==> src/rtl/axis_bram_pkg.sv <==
// Shared definitions for the axis_bram packet path: generator state encoding
// and Galois LFSR tap constants per supported data width.
package axis_bram_pkg;

    typedef enum logic [1:0] {
        ST_IDLE = 2'd0,
        ST_RUN  = 2'd1,
        ST_DONE = 2'd2
    } gen_state_t;

    localparam logic [7:0]  LFSR_TAPS_8  = 8'hB8;
    localparam logic [15:0] LFSR_TAPS_16 = 16'hB400;
    localparam logic [31:0] LFSR_TAPS_32 = 32'h8020_0003;

    // Right-shift Galois taps; unsupported widths get no feedback (plain shift).
    function automatic logic [31:0] lfsr_taps(input int width);
        case (width)
            8:       return {24'd0, LFSR_TAPS_8};
            16:      return {16'd0, LFSR_TAPS_16};
            32:      return LFSR_TAPS_32;
            default: return 32'd0;
        endcase
    endfunction

endpackage

==> src/rtl/axis_pkt_gen_pattern.sv <==
// Pattern word register for axis_pkt_gen: loads the seed, then advances by
// step (incrementing) or by a Galois LFSR when AXIS_PKT_GEN_LFSR_EN is defined.
module axis_pkt_gen_pattern
    import axis_bram_pkg::*;
#(
    parameter int DATA_WIDTH = 8
) (
    input  logic                  clk,
    input  logic                  reset,
    input  logic                  load,
    input  logic                  advance,
    input  logic [DATA_WIDTH-1:0] seed,
    input  logic [DATA_WIDTH-1:0] step,
    input  logic                  mode,
    output logic [DATA_WIDTH-1:0] word
);

    logic [DATA_WIDTH-1:0] step_q;
    logic [DATA_WIDTH-1:0] load_val;
    logic [DATA_WIDTH-1:0] word_next;

`ifdef AXIS_PKT_GEN_LFSR_EN
    localparam logic [DATA_WIDTH-1:0] TAPS = DATA_WIDTH'(lfsr_taps(DATA_WIDTH));

    logic                  mode_q;
    logic [DATA_WIDTH-1:0] lfsr_next;

    always_comb begin
        lfsr_next = word >> 1;
        if (word[0]) begin
            lfsr_next = lfsr_next ^ TAPS;
        end
    end

    // An all-zero LFSR state would lock up, so a zero seed becomes all ones.
    assign load_val  = (mode && (seed == '0)) ? '1 : seed;
    assign word_next = mode_q ? lfsr_next : word + step_q;

    always_ff @(posedge clk or posedge reset) begin
        if (reset) begin
            mode_q <= 1'b0;
        end else if (load) begin
            mode_q <= mode;
        end
    end
`else
    logic unused_mode;

    assign unused_mode = mode;
    assign load_val    = seed;
    assign word_next   = word + step_q;
`endif

    always_ff @(posedge clk or posedge reset) begin
        if (reset) begin
            word   <= '0;
            step_q <= '0;
        end else if (load) begin
            word   <= load_val;
            step_q <= step;
        end else if (advance) begin
            word   <= word_next;
        end
    end

endmodule

==> src/rtl/axis_pkt_gen.sv <==
// AXI-Stream packet source feeding axis_bram; one programmed-length packet per start.
// Optional LFSR pattern mode is built only when AXIS_PKT_GEN_LFSR_EN is defined.
module axis_pkt_gen
    import axis_bram_pkg::*;
#(
    parameter int C_AXIS_BRAM_ADDR_WIDTH = 7,
    parameter int C_AXIS_BRAM_DATA_WIDTH = 8
) (
    input  logic                                clk,
    input  logic                                reset,
    input  logic                                gen_start,
    input  logic [C_AXIS_BRAM_ADDR_WIDTH-1:0]   gen_length,
    input  logic [C_AXIS_BRAM_DATA_WIDTH-1:0]   gen_seed,
    input  logic [C_AXIS_BRAM_DATA_WIDTH-1:0]   gen_step,
    input  logic                                gen_mode,
    output logic                                gen_busy,
    output logic                                gen_done,
    output logic [C_AXIS_BRAM_ADDR_WIDTH-1:0]   gen_beat_cnt,
    output logic                                m_axis_tvalid,
    input  logic                                m_axis_tready,
    output logic [C_AXIS_BRAM_DATA_WIDTH-1:0]   m_axis_tdata,
    output logic [C_AXIS_BRAM_DATA_WIDTH/8-1:0] m_axis_tstrb,
    output logic                                m_axis_tlast
);

    localparam int AW = C_AXIS_BRAM_ADDR_WIDTH;
    localparam int DW = C_AXIS_BRAM_DATA_WIDTH;
    localparam int SW = DW / 8;

    gen_state_t state_q, state_d;

    logic [AW:0]   rem_q, rem_d;
    logic [AW:0]   len_eff;
    logic [AW-1:0] cnt_d;
    logic          tvalid_d, tlast_d, busy_d, done_d;
    logic          start_acc;
    logic          hs;

    assign start_acc = (state_q == ST_IDLE) && gen_start;
    assign hs        = m_axis_tvalid && m_axis_tready;
    assign len_eff   = (gen_length == '0) ? {1'b1, {AW{1'b0}}} : {1'b0, gen_length};

    always_ff @(posedge clk or posedge reset) begin
        if (reset) begin
            state_q <= ST_IDLE;
        end else begin
            state_q <= state_d;
        end
    end

    always_comb begin
        state_d = state_q;
        case (state_q)
            ST_IDLE: if (gen_start) state_d = ST_RUN;
            ST_RUN:  if (hs && m_axis_tlast) state_d = ST_DONE;
            ST_DONE: state_d = ST_IDLE;
            default: state_d = ST_IDLE;
        endcase
    end

    // Outputs are computed one cycle ahead from state_d and registered below.
    always_comb begin
        tvalid_d = (state_d == ST_RUN);
        busy_d   = (state_d != ST_IDLE);
        done_d   = (state_d == ST_DONE);
        tlast_d  = m_axis_tlast;
        rem_d    = rem_q;
        cnt_d    = gen_beat_cnt;
        if (start_acc) begin
            rem_d   = len_eff;
            cnt_d   = '0;
            tlast_d = (len_eff == (AW+1)'(1));
        end else if (hs) begin
            rem_d   = rem_q - (AW+1)'(1);
            cnt_d   = gen_beat_cnt + AW'(1);
            tlast_d = (rem_q == (AW+1)'(2));
        end
    end

    always_ff @(posedge clk or posedge reset) begin
        if (reset) begin
            m_axis_tvalid <= 1'b0;
            m_axis_tlast  <= 1'b0;
            m_axis_tstrb  <= '0;
            gen_busy      <= 1'b0;
            gen_done      <= 1'b0;
            gen_beat_cnt  <= '0;
            rem_q         <= '0;
        end else begin
            m_axis_tvalid <= tvalid_d;
            m_axis_tlast  <= tlast_d;
            m_axis_tstrb  <= {SW{tvalid_d}};
            gen_busy      <= busy_d;
            gen_done      <= done_d;
            gen_beat_cnt  <= cnt_d;
            rem_q         <= rem_d;
        end
    end

    axis_pkt_gen_pattern #(
        .DATA_WIDTH (DW)
    ) u_pattern (
        .clk     (clk),
        .reset   (reset),
        .load    (start_acc),
        .advance (hs),
        .seed    (gen_seed),
        .step    (gen_step),
        .mode    (gen_mode),
        .word    (m_axis_tdata)
    );

endmodule

==> config.mk <==
export PLATFORM = sky130hd
export DESIGN_NAME = axis_pkt_gen
export DESIGN_NICKNAME = d
export VERILOG_FILES = /design/src/rtl/axis_bram_pkg.sv /design/src/rtl/axis_pkt_gen_pattern.sv /design/src/rtl/axis_pkt_gen.sv
export SDC_FILE = /design/constraint.sdc
export NUM_CORES = 1
export LEC_CHECK = 0
export ABC_CLOCK_PERIOD_IN_PS = 2200
export CAP_MARGIN = 10
export CORE_MARGIN = 1
export CORE_UTILIZATION = 45
export CTS_CLUSTER_SIZE = 12
export DETAILED_ROUTE_END_ITERATION = 16
export MAX_ROUTING_LAYER = met4
export PLACE_DENSITY_LB_ADDON = 0.25
export REMOVE_ABC_BUFFERS = 1
export SYNTH_ARGS = -nofsm -noshare
export SYNTH_HDL_FRONTEND = slang
export SYNTH_SLANG_ARGS = --single-unit
==> constraint.sdc <==
create_clock -name clk -period 2.2 [get_ports clk]
set_input_delay 0.44 -clock clk [delete_from_list [all_inputs] [get_ports clk]]
set_output_delay 0.44 -clock clk [all_outputs]
set_load 0.01 [all_outputs]
==> results of run 1 <==
synth_stat cells, drive strengths merged, types with 2 or more instances:
library cell / count / area, um2
nor4: 2 / 18.8
and4b: 2 / 20.0
inv: 6 / 22.5
a211oi: 2 / 20.0
nor3: 6 / 30.0
dfrtp: 37 / 926
xor2: 7 / 61.3
a311oi: 2 / 17.5
nand3: 6 / 30.0
o21bai: 2 / 15.0
a21oi: 14 / 70.1
and2: 2 / 12.5
buf: 6 / 38.8
clkbuf: 4 / 15.0
nor2: 23 / 86.3
xnor2: 8 / 70.1
ha: 10 / 125
o21ai: 17 / 85.1
nor2b: 2 / 12.5
nand2: 50 / 188
flip-flops by register name, indices dropped and copies added, names as in the netlist:
register          cells
gen_beat_cnt          7
gen_done              1
m_axis_tstrb          1
gen_busy              1
rem_q                 8
u_pattern.word        8
state_q               2
m_axis_tlast          1
u_pattern.step_q      8
worst max-delay path: stages, from the launching register on:
cell and delay [ns]:
dfrtp_1 0.39, ha_1 0.22, inv_1 0.07, fa_1 0.40, nor2b_1 0.19, nor3_1 0.09, o21bai_1 0.16, a21oi_1 0.11
mux2i_1 0.17, nand3_1 0.08
area by class of cell:
type | instances | area [um2] | area share
Timing Repair Buffer | 57 | 556 | 0.209
Tap cell | 50 | 62.6 | 0.0235
Inverter | 6 | 22.5 | 0.00847
Sequential cell | 37 | 926 | 0.348
Clock inverter | 1 | 5.00 | 0.00188
Multi-Input combinational cell | 170 | 990 | 0.372
Clock buffer | 7 | 96.3 | 0.0363
report_power, final:
group	total, mW	leakage (nW)	internal (mW)	switching [mW]
logic	1.58	0.662	0.828	0.750
registers	1.20	0.452	0.959	0.245
clock network	0.526	0.0542	0.283	0.243
cell families after synthesis:
kind of cell	after synthesis	synth area share
buffers and inverters	16	0.0383
AND/OR/NAND/NOR	100	0.224
XOR/XNOR	15	0.0660
AO/OA/AOI/OAI	42	0.123
multiplexers	2	0.0107
adder cells (fa/ha/maj)	11	0.0729
flip-flops	37	0.465
through the flow:
stage | utilization | hold slack [ns] | cells | instance area [um2]
5_1_grt | 0.646 | 0.520 | 328 | 2660
3_3_place_gp | 0.621 | 0.467 | 320 | 2560
2_1_floorplan | - | 0.450 | 213 | 1940
4_1_cts | 0.646 | 0.490 | 328 | 2660
6_report | 0.646 | 0.487 | 328 | 2660
3_5_place_dp | 0.621 | 0.472 | 320 | 2560
path summary, 6_finish.rpt:
check / startpoint / endpoint / slack (ns) / cells after the start
setup / recovery: u_pattern.word[0]$_DFFE_PP0P_ / u_pattern.word[6]$_DFFE_PP0P_ / 0.19 / 9
hold / removal: u_pattern.step_q[5]$_DFFE_PP0P_ / u_pattern.step_q[5]$_DFFE_PP0P_ / 0.49 / 2
setup reg to reg: u_pattern.word[0]$_DFFE_PP0P_ / u_pattern.word[6]$_DFFE_PP0P_ / 0.19 / 9
hold reg to reg: u_pattern.step_q[5]$_DFFE_PP0P_ / u_pattern.step_q[5]$_DFFE_PP0P_ / 0.49 / 2
max in group asynchronous: reset / m_axis_tstrb$_DFF_PP0_ / 1.31 / 3
min in group asynchronous: reset / u_pattern.step_q[1]$_DFFE_PP0P_ / 0.55 / 3
layer usage:
layer,global-route usage,up-vias,part of all wire
li1,-,861,-
met1,0.249,747,0.49
met2,0.328,33,0.45
met3,0.0362,7,0.035
met4,0.104,0,0.020
met5,-,-,0
==> summary.md, run 1 <==
| Metric | Value |
|---|---|
| Most common cell after layout, fill and taps aside | `nand2_1` |
| Via count of the routed design | `1,648` |
| Max-slew violation count | `0` |
| DRT iter0 DRCs | `101` |
| Synth Flop Type | `dfrtp_1` |
| Post-CTS Setup Repair Bufs | `0` |
| Clk slew on worst S/H paths | `0.07 ns` |
| # Max-Cap Violations | `0` |
| Max Clk Rate | `497 MHz` |
| Die Y | `68.5 um` |
| Unrepaired setup endpoints after global routing | `no` |
| Synthesis-stage register bit count | `37` |
| Antenna Nets Post-Route | `0` |
| # DRC | `0` |
| Crit end category | `register` |
| CP Class | `reg -> reg` |
| Final hold violations | `0` |
| H-Tree Depth | `2` |
| Detail Placement HPWL | `3.00 mm` |
| Worst-case clock buffer depth | `2` |
| P per Cell Area | `1240 mW/mm2` |
| Gr usage total | `0.206` |
| Number of synthesized flops with an enable pin | `0` |
| CTS tree | `done` |
| Startpoint Class | `register` |
| CTS buffer count | `5` |
| LEAKAGE | `1.17 nW` |
| Number of global-route vias before repair | `1,579` |
| Final Cycle Share | `0.915` |
| Vias per inst | `5.02` |
| Mean Syn Cell Area | `8.93 um2` |
| Port bufs | `46` |
| Pin count of the biggest net entering global routing | `38` |
| Setup TNS | `0 ns` |
| CTS Root Cell | `clkbuf_8` |
| Layout cells sized above 1 | `0.0827` |
| CP Max Fanout | `3` |
| GPL Wtd Cong | `0.786` |
| Post-Syn Area | `0.00199 mm2` |
| Mapped Cells | `223` |
| Critical Path RT | `2.37 ns` |
| Finish-stage setup viols | `0` |
| Post-route total power | `3.31 mW` |
| Cell row count | `23` |
| Pre-antenna DRT Iters | `4` |
| Die span in x | `68.5 um` |
| WP data arrival | `2.18 ns` |
| Setup WS pre-CTS | `0.0733 ns` |
| Hold Buf Count CTS | `0` |
| Area growth syn-to-layout | `33.4%` |
| Die area | `0.00470 mm2` |
| Core footprint | `0.00412 mm2` |
| CTS sink count | `37` |
| Sequential share of the synthesized area | `0.465` |
| Insertion delay to the later sink of the worst-skew pair | `0.29 ns` |
| Clock skew | `0.00831 ns` |
| Rel. slew slack | `0.681` |
| Yosys warning total | `0` |
| Initial antenna violation count | `0` |
| Cell variety after synth | `40` |
| CTS resizes | `0` |
| Fillers | `359` |
| Diodes inserted | `0` |
| Status | `complete, no violations` |
| Peak VDD IR | `0.000657 V` |
| GRT overflow | `0` |
| Asr flop ratio synth | `1.00` |
| Worst-margin pin slew | `0.478 ns` |
| Ports | `48` |
| Final Critical Period | `2.01 ns` |
| Layout Nets | `316` |
| Initial core utilization | `0.484` |
| WL per Instance | `12.6 um` |
| Fin worst setup slack | `0.187 ns` |
| First-pass GRT wire length | `6.81 mm` |
| Hold crit path type | `reg -> reg` |
| Post-Route WL | `4.13 mm` |
| Most frequent cells in the layout | `50 x nand2_1, 46 x clkdlybuf4s50_1, 37 x dfrtp_1` |
Power figures use the tool's default switching activity.
==> inputs of run 2 (changes only) <==
--- a/config.mk
+++ b/config.mk
@@ -14,6 +14,7 @@
 export MAX_ROUTING_LAYER = met4
 export PLACE_DENSITY_LB_ADDON = 0.25
 export REMOVE_ABC_BUFFERS = 1
+export SLEW_MARGIN = 10
 export SYNTH_ARGS = -nofsm -noshare
 export SYNTH_HDL_FRONTEND = slang
 export SYNTH_SLANG_ARGS = --single-unit
==> results of run 2 <==
The final DEF is identical to that of run 1; final timing and power are the same.
